[config.mk]
export PLATFORM = sky130hd
export DESIGN_NAME = pre_decode_stage
export DESIGN_NICKNAME = d
export VERILOG_FILES = /design/src/rtl/pre_decode_stage_pkg.sv /design/src/rtl/pre_decode_stage_slot_decode.sv /design/src/rtl/pre_decode_stage.sv
export SDC_FILE = /design/constraint.sdc
export NUM_CORES = 1
export LEC_CHECK = 0
export CORE_AREA = 2 2 252 130
export DETAILED_ROUTE_END_ITERATION = 12
export DIE_AREA = 0 0 254 132
export PLACE_DENSITY = 0.85
export SETUP_SLACK_MARGIN = 0.4
export SYNTH_ARGS = -nofsm -noshare
export SYNTH_HDL_FRONTEND = slang
export SYNTH_SLANG_ARGS = --single-unit
[constraint.sdc]
create_clock -name clk -period 14.2 [get_ports clk]
set_clock_uncertainty 0.2 [all_clocks]
set_input_delay 2.84 -clock clk [delete_from_list [all_inputs] [get_ports clk]]
set_output_delay 2.84 -clock clk [all_outputs]
set_load 0.03 [all_outputs]
[src/rtl/pre_decode_stage_pkg.sv]
// Shared frontend definitions for the pre-decode stage: geometry constants,
// FSM state codes, the held-packet layout and small decode helpers.
package pre_decode_stage_pkg;

    localparam int FETCH_WIDTH = 4;
    localparam int FSQ_IDX_W   = 4;
    localparam int VADDR_W     = 32;
    localparam int FW_OFF_W    = $clog2(FETCH_WIDTH);
    localparam int FW_CNT_W    = FW_OFF_W + 1;

    localparam logic [6:0] OPC_JAL = 7'b1101111;

    // FSM encoding kept as plain constants so older tools and scripts can
    // match the raw state values.
    typedef logic [1:0] PdState;
    localparam PdState PD_IDLE = 2'd0;
    localparam PdState PD_HOLD = 2'd1;
    localparam PdState PD_WAIT = 2'd2;

    // One packet already sliced, packed to slot 0 and truncated at a JAL.
    typedef struct packed {
        logic [FETCH_WIDTH-1:0][31:0] inst;
        logic [FSQ_IDX_W-1:0]         fsqIdx;
        logic [FW_CNT_W-1:0]          cnt;
        logic                         redir;
        logic [VADDR_W-1:0]           target;
    } PdPacket;

    // Sign-extended J-type immediate of a JAL instruction.
    function automatic logic [VADDR_W-1:0] jal_imm(input logic [31:0] inst);
        logic [20:0] imm;
        imm = {inst[31], inst[19:12], inst[20], inst[30:21], 1'b0};
        return {{(VADDR_W-21){imm[20]}}, imm};
    endfunction

    // Write-enable mask with the lowest cnt bits set.
    function automatic logic [FETCH_WIDTH-1:0] thermometer(input logic [FW_CNT_W-1:0] cnt);
        logic [FETCH_WIDTH-1:0] mask;
        mask = '0;
        for (int i = 0; i < FETCH_WIDTH; i++) begin
            mask[i] = (FW_CNT_W'(i) < cnt);
        end
        return mask;
    endfunction

endpackage

[src/rtl/pre_decode_stage_slot_decode.sv]
// Per-slot pre-decoder: flags an unpredicted JAL inside the valid window and
// computes its jump target from the slot's own PC.
module pd_slot_decode
    import pre_decode_stage_pkg::*;
(
    input  logic [31:0]        inst_i,
    input  logic [VADDR_W-1:0] pc_i,
    input  logic               in_range_i,
    input  logic               pred_end_i,
    output logic               is_jal_o,
    output logic [VADDR_W-1:0] target_o
);

    // The destination register field does not affect the redirect.
    logic unusedRd;
    assign unusedRd = ^inst_i[11:7];

    // A JAL that the FSQ already predicted as the block's taken exit needs no
    // redirect, so it is not reported here.
    assign is_jal_o = in_range_i && !pred_end_i && (inst_i[6:0] == OPC_JAL);

    // The target wraps naturally at the address width.
    assign target_o = pc_i + jal_imm(inst_i);

endmodule

[src/rtl/pre_decode_stage.sv]
// Pre-decode stage between the ICache fetch return and the instruction
// buffer. It slices and packs a fetch block, truncates it at the first
// unpredicted JAL and raises a one-cycle redirect for it. It holds one packet.
module pre_decode_stage
    import pre_decode_stage_pkg::*;
(
    input  logic                      clk,
    input  logic                      rst,
    input  logic                      redirect,
    input  logic                      fetch_valid,
    output logic                      fetch_ready,
    input  logic [VADDR_W-1:0]        fetch_pc,
    input  logic [FSQ_IDX_W-1:0]      fetch_fsq_idx,
    input  logic [FW_OFF_W-1:0]       fetch_start_off,
    input  logic [FW_OFF_W-1:0]       fetch_end_off,
    input  logic                      fetch_taken,
    input  logic [FETCH_WIDTH*32-1:0] fetch_data,
    input  logic                      ibuf_full,
    output logic [FETCH_WIDTH-1:0]    pd_en,
    output logic [FW_CNT_W-1:0]       pd_num,
    output logic [FETCH_WIDTH*32-1:0] pd_inst,
    output logic [FSQ_IDX_W-1:0]      pd_fsq_idx,
    output logic                      pd_redirect,
    output logic [VADDR_W-1:0]        pd_redirect_pc
);

    PdState  state_q, state_d;
    PdPacket pkt_q, pkt_d;
    PdPacket capPkt;

    logic [FETCH_WIDTH-1:0][31:0]        dataSlots;
    logic [FETCH_WIDTH-1:0]              slotJal;
    logic [FETCH_WIDTH-1:0][VADDR_W-1:0] slotTarget;
    logic                                jalFound;
    logic [FW_OFF_W-1:0]                 jalSlot;
    logic                                holding;
    logic                                dequeue;
    logic                                capture;

    assign dataSlots = fetch_data;

    // One decoder per raw slot, each with its own PC and window flags.
    for (genvar k = 0; k < FETCH_WIDTH; k++) begin : gSlot
        logic [VADDR_W-1:0] slotPc;
        logic               inRange;
        logic               predEnd;

        assign slotPc  = fetch_pc + VADDR_W'(4 * k);
        assign inRange = (FW_OFF_W'(k) >= fetch_start_off) && (FW_OFF_W'(k) <= fetch_end_off);
        assign predEnd = fetch_taken && (FW_OFF_W'(k) == fetch_end_off);

        pd_slot_decode uSlotDecode (
            .inst_i     (dataSlots[k]),
            .pc_i       (slotPc),
            .in_range_i (inRange),
            .pred_end_i (predEnd),
            .is_jal_o   (slotJal[k]),
            .target_o   (slotTarget[k])
        );
    end

    // Priority find-first: walking downward leaves the lowest flagged slot.
    always_comb begin
        jalFound = 1'b0;
        jalSlot  = '0;
        for (int k = FETCH_WIDTH - 1; k >= 0; k--) begin
            if (slotJal[k]) begin
                jalFound = 1'b1;
                jalSlot  = FW_OFF_W'(k);
            end
        end
    end

    // Build the packet to capture: shift slots down to 0, keep up to and
    // including a found JAL, and zero everything past the kept count.
    always_comb begin
        capPkt        = '0;
        capPkt.fsqIdx = fetch_fsq_idx;
        capPkt.redir  = jalFound;
        capPkt.target = jalFound ? slotTarget[jalSlot] : '0;
        if (jalFound) begin
            capPkt.cnt = FW_CNT_W'(jalSlot) - FW_CNT_W'(fetch_start_off) + FW_CNT_W'(1);
        end else begin
            capPkt.cnt = FW_CNT_W'(fetch_end_off) - FW_CNT_W'(fetch_start_off) + FW_CNT_W'(1);
        end
        for (int i = 0; i < FETCH_WIDTH; i++) begin
            if (FW_CNT_W'(i) < capPkt.cnt) begin
                capPkt.inst[i] = dataSlots[fetch_start_off + FW_OFF_W'(i)];
            end
        end
    end

    // A held packet leaves when the ibuffer has room and no flush is underway.
    // A flush always reports ready so the discarded fetch does not stall.
    assign holding     = (state_q == PD_HOLD);
    assign dequeue     = holding && !ibuf_full && !redirect;
    assign fetch_ready = redirect || (state_q == PD_IDLE) || (state_q == PD_WAIT) ||
                         (dequeue && !pkt_q.redir);
    assign capture     = fetch_valid && !redirect &&
                         ((state_q == PD_IDLE) || (dequeue && !pkt_q.redir));

    // Next-state: flush wins; a redirecting packet parks the stage in WAIT
    // until the flush arrives; otherwise refill in the same cycle as a dequeue.
    always_comb begin
        state_d = state_q;
        pkt_d   = pkt_q;
        if (redirect) begin
            state_d = PD_IDLE;
        end else begin
            case (state_q)
                PD_IDLE: begin
                    if (capture) state_d = PD_HOLD;
                end
                PD_HOLD: begin
                    if (dequeue) begin
                        if (pkt_q.redir)  state_d = PD_WAIT;
                        else if (capture) state_d = PD_HOLD;
                        else              state_d = PD_IDLE;
                    end
                end
                PD_WAIT: state_d = PD_WAIT;
                default: state_d = PD_IDLE;
            endcase
        end
        if (capture) pkt_d = capPkt;
    end

    // State and packet registers; reset clears everything immediately.
    always_ff @(posedge clk or posedge rst) begin
        if (rst) begin
            state_q <= PD_IDLE;
            pkt_q   <= '0;
        end else begin
            state_q <= state_d;
            pkt_q   <= pkt_d;
        end
    end

    assign pd_en          = dequeue ? thermometer(pkt_q.cnt) : '0;
    assign pd_num         = dequeue ? pkt_q.cnt : '0;
    assign pd_inst        = holding ? pkt_q.inst : '0;
    assign pd_fsq_idx     = holding ? pkt_q.fsqIdx : '0;
    assign pd_redirect    = dequeue && pkt_q.redir;
    assign pd_redirect_pc = pd_redirect ? pkt_q.target : '0;

endmodule

==> metrics.txt <==
fin cells=2882; Max clock buf depth=2; cts hold-fix bufs=0; DR iter-0 viols=2738; hpwl dp=59800 µm; RSZ-0062 raised after global routing=false; gpl congestion=1.09; part of the cycle the worst path needs=59.7%; via-per-instance ratio=6.75; Die X=254 µm; outcome=finished, final reports clean; Die Ht=132 µm; critical path required time=14280 ps; initial antenna violation count=5; GRT overflow=0; first-pass GRT wire length=112000 µm; final core utilization=72.5%; Buffers on Ports=346; synthesized cell area=18200 µm²; CP arrival=8550 ps; post-synthesis sequential area ratio=23.4%; Yosys reg bits=170; Vias=19460; Syn Inst Count=2162; Max Freq=118 MHz; Critical Path Fanout Max=68; Synth top area share=23.4%; Synth area leader=dfrtp_1; clock-pin slew of the registers on the worst-case setup and hold paths=80 ps; PwrDens=89.7 nW/µm²; Rel. slew slack=20.1%; Area Growth Syn to Fin=24.3%; Least-Margin Pin Slew=1200 ps; synth warn=0; GRT busiest layer=met1; cell with the most instances after synthesis=nand2_1; M2 GR Usage=58.9%; Synth area leaders=dfrtp_1 23%, ha_1 15%, mux4_2 7.9%; Hold Vio Cnt, Final=0; buffer count from post-CTS setup fixing=0; total design power=2.03 mW; Post-synth EDFFs=0; Final ANT Viol Nets=0; crit-path cells=buf_2 > buf_4 > inv_2 > buf_4 > ha_4 > nand4b_1 > nor2_1 > o21ai_1 > nand2_1 > inv_1 > ha_1 > ha_1 > xor2_1 > a21oi_2 > buf_4 > o21ai_0 > nand2_1 > o21ai_0; most common library cells after synthesis=298 x nand2_1, 216 x ha_1, 208 x o21ai_0, 170 x dfrtp_1, 144 x a21oi_1; H-tree levels=4; DRC violation count after routing=0; GR Layer Usage met1=64.1%; first-pass detailed-route iteration total=7; crit end category=flop; total global-route track usage=44.4%; clk sink count=170; setup violators final=0; CP most frequent cell=buf_4; Period minus WS final=8470 ps; number of I/O pins=347; Crit Path Category=primary input to flop; CTS root buffer=clkbuf_16; NumNets Final=2827; CTS tree=yes; DP Cell Count=2846; final WL=75800 µm; met3 Use GR=19.9%; vias in the first global route=17709; asr flop ratio synth=100%; share of cells above drive strength 1=6.99%; Hold WS=278 ps; largest net degree at the start of global routing=101; initial core utilization=58.3%; post-synth net total=2556; max cap viols=0; Post-CTS Resized=0; Top FF cell, synth=dfrtp_1; Synth cell types=77; Pins Over Slew Limit=0; Fin Setup TNS=0 ps; worst hold path class=flop to flop; CTS buffer count=17; crit path launch type=primary input; Die ar.=33500 µm²; DR WL/cell=26.3 µm; synthesized area per cell=8.42 µm²; Core Rows=46; worst skew pair latency=450 ps; slowest CP cell=nand2_1; Worst path max stage delay=870 ps; core box area=31200 µm²; Max VDD drop=0.0000874 V; Leak Pwr=10.1 nW
per-stage QoR:
stage / instance area [µm²] / setup WS, ps
final: 22600 / 5730
after global routing: 22600 / 5410
after CTS: 22600 / 6150
after detailed placement: 22000 / 5680
after global placement: 22000 / 5960
after floorplan: 18200 / 6560
path summary, 6_finish.rpt:
check | from | to | slack, ps | cells after the start
worst max-delay path | fetch_start_off[1] | pkt_q[63]$_DFFE_PP0P_ | 5730 | 18
worst min-delay path | pkt_q[81]$_DFFE_PP0P_ | pkt_q[81]$_DFFE_PP0P_ | 280 | 2
worst max register to register | pkt_q[32]$_DFFE_PP0P_ | pkt_q[119]$_DFFE_PP0P_ | 10240 | 5
worst min register to register | pkt_q[81]$_DFFE_PP0P_ | pkt_q[81]$_DFFE_PP0P_ | 280 | 2
max in group asynchronous | rst | pkt_q[132]$_DFFE_PP0P_ | 9490 | 3
min in group asynchronous | rst | pkt_q[76]$_DFFE_PP0P_ | 2730 | 2
critical path: cells and delay by family:
family	cells	cell delay [ps]
xor gates and xnor gates	1	80
buffers and inverters	6	1980
AOI/OAI and AO/OA	4	1160
adders and majority gates	3	680
and+or+nand+nor	4	1650
cell usage in the layout (no fill, tap or decap), drive strengths merged, types with 9 or more instances in the layout:
cell	synthesis	layout
a31oi	14	14
or2	9	9
xor2	39	39
ha	216	216
xnor2	67	67
nor2	114	114
mux2	31	31
buf	19	16
o31ai	9	9
nand2b	9	9
clkdlybuf4s50	0	344
inv	87	92
a22o	35	35
a21oi	146	146
mux4	64	64
clkbuf	89	17
a211o	9	9
mux2i	37	37
nand2	298	298
and2	137	137
o21ai	222	222
nand3	38	38
nand4	12	12
o21a	18	18
a21o	39	39
nor2b	11	11
a211oi	27	27
nor3	27	27
and3	39	39
o21bai	12	12
dfrtp	170	170
o211ai	17	17
cell families (layout without fill, tap and decap cells):
| kind of cell | count (synthesis) | count (layout) | synth area share [%] |
|---|---|---|---|
| adder cells (fa/ha/maj) | 220 | 220 | 15.3 |
| multiplexers | 132 | 132 | 11.9 |
| flip-flops | 170 | 170 | 23.4 |
| buffers and inverters | 195 | 479 | 4.06 |
| XOR/XNOR | 106 | 106 | 5.10 |
| other | 0 | 4 | 0 |
| AO/OA/AOI/OAI | 615 | 615 | 21.3 |
| AND/OR/NAND/NOR | 724 | 724 | 19.0 |
routing by layer:
metal | vias to the layer above | share of wire, %
met5 | - | 0.036
met4 | 4 | 3.6
met3 | 240 | 16
met2 | 1540 | 38
met1 | 9259 | 42
li1 | 8417 | -
where the power goes:
group | switching [mW] | leakage, nW | total, mW | internal (mW)
Sequential | 0.0480 | 2.24 | 0.601 | 0.553
Combinational | 0.548 | 7.54 | 0.904 | 0.356
Clock | 0.236 | 0.311 | 0.524 | 0.288
final cells by class:
cell class / instances / area (µm²)
Antenna cell: 4 / 10.0
Clock buffer: 17 / 425
Clock inverter: 15 / 230
Fill cell: 2301 / 8570
Inverter: 87 / 332
Multi-Input combinational cell: 1797 / 13300
Sequential cell: 170 / 4250
Tap cell: 432 / 541
Timing Repair Buffer: 360 / 3560
flip-flops by register name, summed over array words and instances (netlist names):
register / count
state_q: 2
pkt_q: 168
Note: power is estimated with default switching activity, not from simulation.
